<file path="config.mk">
export PLATFORM = sky130hd
export DESIGN_NAME = mul16_colseq_ctrl_flat
export DESIGN_NICKNAME = d
export VERILOG_FILES = /design/src/rtl/mul16_colseq_ctrl_if.sv /design/src/rtl/mul16_colseq_ctrl.sv /design/src/flat_wrapper.sv
export SDC_FILE = /design/constraint.sdc
export NUM_CORES = 1
export LEC_CHECK = 0
export BUFFER_PORTS_ARGS = -buffer_cell sky130_fd_sc_hd__buf_2
export CAP_MARGIN = 25
export CORE_UTILIZATION = 58
export DETAILED_ROUTE_END_ITERATION = 8
export PLACE_DENSITY = 0.78
export SLEW_MARGIN = 20
export SYNTH_ARGS = -nofsm -noshare
export SYNTH_HDL_FRONTEND = slang
export SYNTH_SLANG_ARGS = --single-unit
</file>
<file path="constraint.sdc">
create_clock -name clk -period 15.81 [get_ports clk]
set_input_delay 3.162 -clock clk [delete_from_list [all_inputs] [get_ports clk]]
set_output_delay 3.162 -clock clk [all_outputs]
set_load 0.05 [all_outputs]
</file>
<file path="src/rtl/mul16_colseq_ctrl_if.sv">
// Handshake and data bundle for mul16_colseq_ctrl.
//
// Purpose: groups the operand/config input channel, the product output
// channel and the status outputs of the column-sequential multiplier.
//
// Signals:
//   in_valid, in_ready   operand channel handshake
//   in_a, in_b           16-bit unsigned operands
//   cfg_trunc            number of low product columns dropped (0..15)
//   out_valid, out_ready product channel handshake
//   out_p                32-bit product
//   busy                 high while an operation is running or held in DONE
//   col_idx              column being compressed, 0 outside RUN
//
// Modports:
//   slave  - the multiplier side
//   master - the producer/consumer side (testbench or upstream logic)
interface mul16_colseq_ctrl_if;
    logic        in_valid;
    logic        in_ready;
    logic [15:0] in_a;
    logic [15:0] in_b;
    logic [3:0]  cfg_trunc;
    logic        out_valid;
    logic        out_ready;
    logic [31:0] out_p;
    logic        busy;
    logic [4:0]  col_idx;

    modport slave (
        input  in_valid, in_a, in_b, cfg_trunc, out_ready,
        output in_ready, out_valid, out_p, busy, col_idx
    );

    modport master (
        output in_valid, in_a, in_b, cfg_trunc, out_ready,
        input  in_ready, out_valid, out_p, busy, col_idx
    );
endinterface

</file>
<file path="src/rtl/mul16_colseq_ctrl.sv">
// Column-sequential 16x16 unsigned multiplier with optional low-column
// truncation for approximate products.
//
// Purpose: after accepting an operand pair, the block compresses one
// product column per cycle (columns 0..31). Each column's partial-product
// bits are counted, added to the carry from the previous column, the LSB
// becomes the product bit and the remaining bits become the next carry.
// Columns below cfg_trunc contribute nothing, which gives a cheap
// approximate result. The product is held in DONE until consumed.
//
// Ports:
//   clk    rising-edge clock
//   rst_n  asynchronous active-low reset
//   io     mul16_colseq_ctrl_if.slave (operand/product handshakes, status)
//
// Parameter:
//   W      operand width; only 16 is supported
module mul16_colseq_ctrl #(
    parameter int W = 16
) (
    input  logic                  clk,
    input  logic                  rst_n,
    mul16_colseq_ctrl_if.slave    io
);

    // The column datapath is hard-wired for 16-bit operands.
    if (W != 16) begin : g_width_check
        $error("mul16_colseq_ctrl: only W=16 is supported");
    end

    typedef enum logic [1:0] {
        IDLE = 2'd0,
        RUN  = 2'd1,
        DONE = 2'd2
    } state_t;

    state_t      state_q, state_d;
    logic [15:0] a_q, a_d;
    logic [15:0] b_q, b_d;
    logic [3:0]  trunc_q, trunc_d;
    logic [4:0]  col_q, col_d;
    logic [3:0]  carry_q, carry_d;
    logic [31:0] prod_q, prod_d;
    logic        in_ready_q, in_ready_d;
    logic        out_valid_q, out_valid_d;
    logic        busy_q, busy_d;

    logic [4:0]  h;
    logic [4:0]  s;
    logic [4:0]  j_idx;

    // Column compressor: h counts a[i]&b[j] with i+j == col. Column 31 has
    // no pairs (max i+j is 30), so it naturally carries only the carry in.
    // h <= 16 and carry <= 15, so s always fits in 5 bits.
    always_comb begin
        h     = '0;
        j_idx = '0;
        for (int i = 0; i < 16; i++) begin
            j_idx = col_q - 5'(i);
            if ((col_q >= 5'(i)) && (j_idx <= 5'd15)) begin
                h = h + {4'b0000, a_q[i] & b_q[j_idx[3:0]]};
            end
        end
        if ({1'b0, trunc_q} > col_q) begin
            h = '0;
        end
        s = h + {1'b0, carry_q};
    end

    // Next-state and datapath update.
    always_comb begin
        state_d = state_q;
        a_d     = a_q;
        b_d     = b_q;
        trunc_d = trunc_q;
        col_d   = col_q;
        carry_d = carry_q;
        prod_d  = prod_q;

        case (state_q)
            IDLE: begin
                if (io.in_valid) begin
                    a_d     = io.in_a;
                    b_d     = io.in_b;
                    trunc_d = io.cfg_trunc;
                    col_d   = '0;
                    carry_d = '0;
                    prod_d  = '0;
                    state_d = RUN;
                end
            end
            RUN: begin
                prod_d[col_q] = s[0];
                carry_d       = s[4:1];
                // The counter never wraps: after the last column it parks at 0.
                if (col_q == 5'd31) begin
                    col_d   = '0;
                    state_d = DONE;
                end else begin
                    col_d = col_q + 5'd1;
                end
            end
            DONE: begin
                if (io.out_ready) begin
                    state_d = IDLE;
                end
            end
            default: begin
                state_d = IDLE;
            end
        endcase

        // Status outputs are registered from the next state so they line
        // up exactly with the state register.
        in_ready_d  = (state_d == IDLE);
        out_valid_d = (state_d == DONE);
        busy_d      = (state_d != IDLE);
    end

    always_ff @(posedge clk or negedge rst_n) begin
        if (!rst_n) begin
            state_q     <= IDLE;
            a_q         <= '0;
            b_q         <= '0;
            trunc_q     <= '0;
            col_q       <= '0;
            carry_q     <= '0;
            prod_q      <= '0;
            in_ready_q  <= 1'b1;
            out_valid_q <= 1'b0;
            busy_q      <= 1'b0;
        end else begin
            state_q     <= state_d;
            a_q         <= a_d;
            b_q         <= b_d;
            trunc_q     <= trunc_d;
            col_q       <= col_d;
            carry_q     <= carry_d;
            prod_q      <= prod_d;
            in_ready_q  <= in_ready_d;
            out_valid_q <= out_valid_d;
            busy_q      <= busy_d;
        end
    end

    assign io.in_ready  = in_ready_q;
    assign io.out_valid = out_valid_q;
    assign io.out_p     = prod_q;
    assign io.busy      = busy_q;
    assign io.col_idx   = col_q;

endmodule

</file>
<file path="src/flat_wrapper.sv">
// flat-port wrapper written by rule: the top's interface ports become plain ports
module mul16_colseq_ctrl_flat 
#(
    parameter int W = 16
)
  (clk, rst_n, io_in_valid, io_in_a, io_in_b, io_cfg_trunc, io_out_ready, io_in_ready, io_out_valid, io_out_p, io_busy, io_col_idx);
  mul16_colseq_ctrl_if io_i ();
  input  logic clk;
  input  logic rst_n;
  input wire logic [$bits(io_i.in_valid)-1:0] io_in_valid;
  input wire logic [$bits(io_i.in_a)-1:0] io_in_a;
  input wire logic [$bits(io_i.in_b)-1:0] io_in_b;
  input wire logic [$bits(io_i.cfg_trunc)-1:0] io_cfg_trunc;
  input wire logic [$bits(io_i.out_ready)-1:0] io_out_ready;
  output wire logic [$bits(io_i.in_ready)-1:0] io_in_ready;
  output wire logic [$bits(io_i.out_valid)-1:0] io_out_valid;
  output wire logic [$bits(io_i.out_p)-1:0] io_out_p;
  output wire logic [$bits(io_i.busy)-1:0] io_busy;
  output wire logic [$bits(io_i.col_idx)-1:0] io_col_idx;
  assign io_i.in_valid = io_in_valid;
  assign io_i.in_a = io_in_a;
  assign io_i.in_b = io_in_b;
  assign io_i.cfg_trunc = io_cfg_trunc;
  assign io_i.out_ready = io_out_ready;
  assign io_in_ready = io_i.in_ready;
  assign io_out_valid = io_i.out_valid;
  assign io_out_p = io_i.out_p;
  assign io_busy = io_i.busy;
  assign io_col_idx = io_i.col_idx;
  mul16_colseq_ctrl #(.W(W)) u_core (.clk(clk), .rst_n(rst_n), .io(io_i));
endmodule
</file>
# Word-level counts from Yosys, hierarchy flattened

Cells that the tools add are included.

$add $sub $neg: 32
$lt $le $gt $ge: 51
Equality and inequality tests: 5
Muxes and demuxes: 63
Bitwise gates (word level): 16
Reduce and logical (&&, ||, !) cells: 23

Operator list:

| cell                                                                                | number |
|---|---|
| 5-bit two-way mux                                                                   | 18 |
| 5-bit by 4-bit less-or-equal comparator with 1-bit output, second input constant    | 16 |
| 4-bit by 5-bit less-than comparator with 1-bit output, second input constant        | 16 |
| 5-bit by 1-bit adder with 5-bit output                                              | 14 |
| 1-bit binary-select mux with 4-bit select                                           | 16 |
| 32-bit case mux with 2 select lines                                                 | 1 |
| 5-bit by 4-bit greater-or-equal comparator with 1-bit output, second input constant | 8 |
| 5-bit by 4-bit subtractor with 5-bit output, second input constant                  | 8 |
| 32-bit bitwise mux                                                                  | 1 |
| 32-bit two-way mux                                                                  | 1 |
| 5-bit by 3-bit greater-or-equal comparator with 1-bit output, second input constant | 4 |
| 5-bit by 3-bit subtractor with 5-bit output, second input constant                  | 4 |
| 1-bit two-way mux                                                                   | 18 |
| 1-bit logical AND                                                                   | 17 |
| 1-bit bitwise AND                                                                   | 16 |
| 5-bit by 1-bit greater-or-equal comparator with 1-bit output, second input constant | 3 |
| 5-bit by 2-bit greater-or-equal comparator with 1-bit output, second input constant | 2 |
| 5-bit case mux with 2 select lines                                                  | 1 |
| 5-bit by 2-bit subtractor with 5-bit output, second input constant                  | 2 |
| 4-bit case mux with 2 select lines                                                  | 1 |
| 5-bit by 6-bit less-than comparator with 1-bit output, second input constant        | 1 |
| 2-bit two-way mux                                                                   | 3 |
| 2-bit case mux with 3 select lines                                                  | 1 |
| 5-bit by 1-bit adder with 5-bit output, second input constant                       | 1 |
| 13 further kinds                                                                    | 17 |

Bits in registers: 82
Input bits: 40
Output and inout port bits: 40
Logic and storage cells: 200

# Depth between registers and ports, before layout

Depth in word-level cells: 38
Depth in mapped cells: 60
Gate-level depth less buffers: 55

# Worst setup path after synthesis

No wires, ideal clock.

Path type: register to register
Start: register u_core.col_q[0] (netlist: u_core.io.col_idx[0])
End: register u_core.carry_q[3]
Setup time: 0.122 ns
Arrival: 12.817 ns
Required time: 15.688 ns
Setup slack: 2.871 ns
Cell stages (with the launch flop): 55
Clock period less this slack: 12.939 ns
Cells stage by stage: dfrtp_1 buf_6 buf_6 clkbuf_1 buf_1 inv_1 ha_1 buf_2 mux4_2 mux2i_1 nand2_1 and3_1 ha_1 inv_1 mux2i_1 ha_1 or2_2 o21a_1 (+19 left out) nand2_1 ha_1 nor2_1 a31oi_1 ha_1 mux2_2 ha_1 ha_1 mux2_2 ha_1 and3_1 a21oi_1 nor3b_1 ha_1 a21o_1 a21o_1 a21o_1 a32o_1

Cells in the longest elaborated chain, start to end: 37

Ends and longest elaborated chain:

| element                                                                                                  | line                                             | text |
|---|---|---|
| start: declaration                                                                                       | mul16_colseq_ctrl.sv:41                          | `logic [4:0] col_q, col_d;` |
| start signal: assignment                                                                                 | mul16_colseq_ctrl.sv:137                         | `col_q <= col_d;` |
| 5-bit by 1-bit subtractor with 5-bit output or 1-bit binary-select mux with 4-bit select (tied branches) | mul16_colseq_ctrl.sv:59, mul16_colseq_ctrl.sv:61 |  |
| 1-bit binary-select mux with 4-bit select or 1-bit two-way mux (tied branches)                           | mul16_colseq_ctrl.sv:61                          | `h = h + {4'b0000, a_q[i] & b_q[j_idx[3:0]]};` |
| 1-bit two-way mux (implied by the code) or 1-bit bitwise AND (tied branches)                             | mul16_colseq_ctrl.sv:61                          |  |
| 1-bit bitwise AND or 1-bit two-way mux (tied branches)                                                   | mul16_colseq_ctrl.sv:61, mul16_colseq_ctrl.sv:60 |  |
| 1-bit by 1-bit adder with 2-bit output                                                                   | mul16_colseq_ctrl.sv:61                          |  |
| 5-bit two-way mux                                                                                        | mul16_colseq_ctrl.sv:60                          | `if ((col_q >= 5'(i)) && (j_idx <= 5'd15)) begin` |
| 5-bit by 1-bit adder with 5-bit output                                                                   | mul16_colseq_ctrl.sv:61                          |  |
| 5-bit two-way mux                                                                                        | mul16_colseq_ctrl.sv:60                          |  |
| (+21 left out)                                                                                           | n/a                                              |  |
| 5-bit two-way mux                                                                                        | mul16_colseq_ctrl.sv:60                          |  |
| 5-bit by 1-bit adder with 5-bit output                                                                   | mul16_colseq_ctrl.sv:61                          |  |
| 5-bit two-way mux                                                                                        | mul16_colseq_ctrl.sv:60                          |  |
| 5-bit by 1-bit adder with 5-bit output                                                                   | mul16_colseq_ctrl.sv:61                          |  |
| 5-bit two-way mux                                                                                        | mul16_colseq_ctrl.sv:60                          |  |
| 5-bit two-way mux (*)                                                                                    | mul16_colseq_ctrl.sv:64                          | `if ({1'b0, trunc_q} > col_q) begin` |
| 5-bit by 4-bit adder with 5-bit output (*)                                                               | mul16_colseq_ctrl.sv:67                          | `s = h + {1'b0, carry_q};` |
| 4-bit case mux with 2 select lines (*)                                                                   | mul16_colseq_ctrl.sv:80                          | `case (state_q)` |
| end signal: assignment                                                                                   | mul16_colseq_ctrl.sv:138                         | `carry_q <= carry_d;` |
| end: declaration                                                                                         | mul16_colseq_ctrl.sv:42                          | `logic [3:0] carry_q, carry_d;` |

Every way passes the cells marked *; elsewhere a longest branch is shown, timed or not. The select of a mux whose other input is x is not followed.
A chain may end at the register's enable or synchronous reset.

# Final worst setup path

Start: register u_core.col_q[1] (netlist: u_core.io.col_idx[1])
End: register u_core.carry_q[3]

The elaborated chain is that of the path after synthesis.

==> results.cfg <==
[outcome]
outcome = finished clean

[floorplanning]
rows = 40
initial_core_util_pct = 60.1
coreArea_sq_um = 12100
die_w_um = 114
dieHeight_um = 114
io_pins = 80
die_area_sq_um = 13000

[setup_path]
r2r_end = u_core.carry_q[3]$_DFFE_PN0P_
arrival_ns = 13.71
endpoint_kind = flip-flop
r2r_cells = 49
cpMostUsedCell = ha_1
max_stage_delay_ns = 0.81
crit_type = reg -> reg
r2r-start = u_core.io.col_idx[1]$_DFFE_PN0P_
cp-start-kind = flip-flop
crit_required_ns = 16.04
cp_max_fo = 20
crit_slowest_cell = dfrtp_1
reg2reg_setup_slack_ns = 2.33

[clock_network]
postCtsHoldBufs = 0
cts_resized = 0
cts_tree = yes
clock_latency_ns = 0.35
cts.sink_count = 82
cts.clk_slew.worst_paths_ns = 0.07
postCtsSetupBuffers = 0
root_buffer = clkbuf_16
clock_path_buffers = 2
cts-htree-levels = 3
numCtsBuffers = 9

[synthesis]
ys_types = 83
synth_top_area_share_pct = 27.9
synth_area_leaders = dfrtp_1 (28%), ha_1 (9.8%), mux2_2 (8.0%)
seq_area_frac_synth_pct = 28.2
ys.warnings.count = 0
postSynthAreaPerCell_sq_um = 9.30
synth.largest_area_cell = dfrtp_1
syn_nets = 880
synth_seq_cells = 82
synth_cells = 782
synth_edf_count = 0
synthesis.area_sq_um = 7270
ys_async_sr_fraction_pct = 100
synthFlopType = dfrtp_1

[timing]
maxSlewHeadroom_pct = 30.6
rsz0062_at_grt = no
clock-skew-final_ns = 0.00888
hold_violations = 0
worst_hold_slack_ns = 0.502
fin_crit_sh_pct = 85.2
worst_pin_slew_ns = 1.04
timing.final.crit_period_ns = 13.48
setup_viol = 0
final.setup.tns_ns = 0
clock.fmax_mhz = 74.2
slew_viol_final = 0

[route]
detail-route-antenna-nets = 0
drtIter0Drc = 624
drtPass1Iterations = 6
via_per_inst = 6.43
drt_wl_total_mm = 19.9
drc_errors = 0
avgRoutedWirePerCell_um = 19.6
vias = 6526

[final_layout]
syn2layout_area_growth_pct = 11.5
fin_util_pct = 67.0
antennaDiodeCount = 0
stdcell_count = 1015
nets = 940
drive_gt1_share_pct = 23.6

[placed_design]
port_buffers = 79
placed_cells = 999
gp_congestion = 0.905
place_hpwl_mm = 14.7

[flow_run]
drv_cap = 0

[hold_path]
min_from = u_core.io.out_p[22]$_DFFE_PN0P_
hp-class = reg -> reg
min_to = u_core.io.out_p[22]$_DFFE_PN0P_
hold_depth = 2

[global_routing]
grt.overflow.total = 0
first_global_vias = 6283
gr-usage-all-layers_pct = 31.7
antenna_found_initial = 0
grt_start_max_net_pins = 74
grt_pass1_wl_mm = 32.1
layout make-up:
cell class	count	area, sq um
well taps	168	210
flip-flops and latches	82	2050
clock buffers	9	225
repair buffers	87	458
inverters	31	116
multi-input cells	631	4950
clock inverters	7	101
fillers	962	4000
routing by layer:
layer	up-vias	track usage, %	share of wire [%]
met5	-	0	0
li1	2986	-	-
met4	0	11.3	2.2
met1	3202	43.0	42
met3	42	3.56	6.7
met2	296	52.8	49
worst max-delay path by stage:
stage                                      from                            end  cells past startpoint
3_3_place_gp   u_core.io.col_idx[1]$_DFFE_PN0P_  u_core.carry_q[3]$_DFFE_PN0P_                     49
2_1_floorplan  u_core.io.col_idx[0]$_DFFE_PN0P_  u_core.carry_q[3]$_DFFE_PN0P_                     54
4_1_cts        u_core.io.col_idx[1]$_DFFE_PN0P_  u_core.carry_q[3]$_DFFE_PN0P_                     49
5_1_grt        u_core.io.col_idx[1]$_DFFE_PN0P_  u_core.carry_q[3]$_DFFE_PN0P_                     49
3_5_place_dp   u_core.io.col_idx[1]$_DFFE_PN0P_  u_core.carry_q[3]$_DFFE_PN0P_                     49
6_report       u_core.io.col_idx[1]$_DFFE_PN0P_  u_core.carry_q[3]$_DFFE_PN0P_                     49
Yosys cell counts, types with 11 or more instances:
master	n
xnor2_1	24
mux2i_1	19
o21ai_0	77
and3_1	11
inv_1	29
nand2_1	89
clkbuf_1	26
nor2b_1	14
dfrtp_1	81
mux4_2	20
and2_1	16
xor2_1	13
mux2_2	52
a31oi_1	24
ha_1	57
a21oi_1	39
nor2_1	38
through the flow:
stage	setup slack (ns)	area (sq um)
after floorplan	2.87	7270
after global placement	2.99	7780
after detailed placement	2.48	7780
after CTS	2.44	8110
after global routing	1.50	8110
final	2.33	8110
cells in the final DEF (no fill, tap or decap), types with 14 or more instances in the layout:
| master | instances |
|---|---|
| a21oi_1 | 39 |
| a31oi_1 | 24 |
| and2_1 | 16 |
| buf_2 | 78 |
| dfrtp_1 | 81 |
| ha_1 | 57 |
| inv_1 | 29 |
| mux2_2 | 52 |
| mux2i_1 | 19 |
| mux4_2 | 20 |
| nand2_1 | 89 |
| nor2_1 | 38 |
| nor2b_1 | 14 |
| o21ai_0 | 77 |
| xnor2_1 | 24 |
kinds of logic (layout without fill, tap and decap cells):
kind of cell	after synthesis	count (layout)	synth area share, %
AO/OA/AOI/OAI	215	215	19.1
XOR/XNOR	45	45	6.95
adder cells (fa/ha/maj)	60	60	10.4
buffers and inverters	69	134	3.89
flip-flops	82	82	28.2
multiplexers	92	92	17.0
AND/OR/NAND/NOR	219	219	14.4
sequential cells by signal, summed over array words and instances (netlist names):
signal	cells
u_core.a_q	16
u_core.io.in_ready	1
u_core.state_q	2
u_core.b_q	16
u_core.io.col_idx	5
u_core.carry_q	4
u_core.io.out_valid	1
u_core.io.busy	1
u_core.io.out_p	32
u_core.trunc_q	4
worst max-delay path: cells and delay by family (launching register included):
family / cells / cell delay, ns
buffers and inverters: 2 / 0.65
and+or+nand+nor: 9 / 1.38
muxes: 12 / 3.42
adders and majority gates: 18 / 5.58
DFF: 1 / 0.81
AOI/OAI and AO/OA: 8 / 1.52
Power is not shown: default switching activity piles up to over one toggle a cycle in this logic, so the estimate is an artifact.
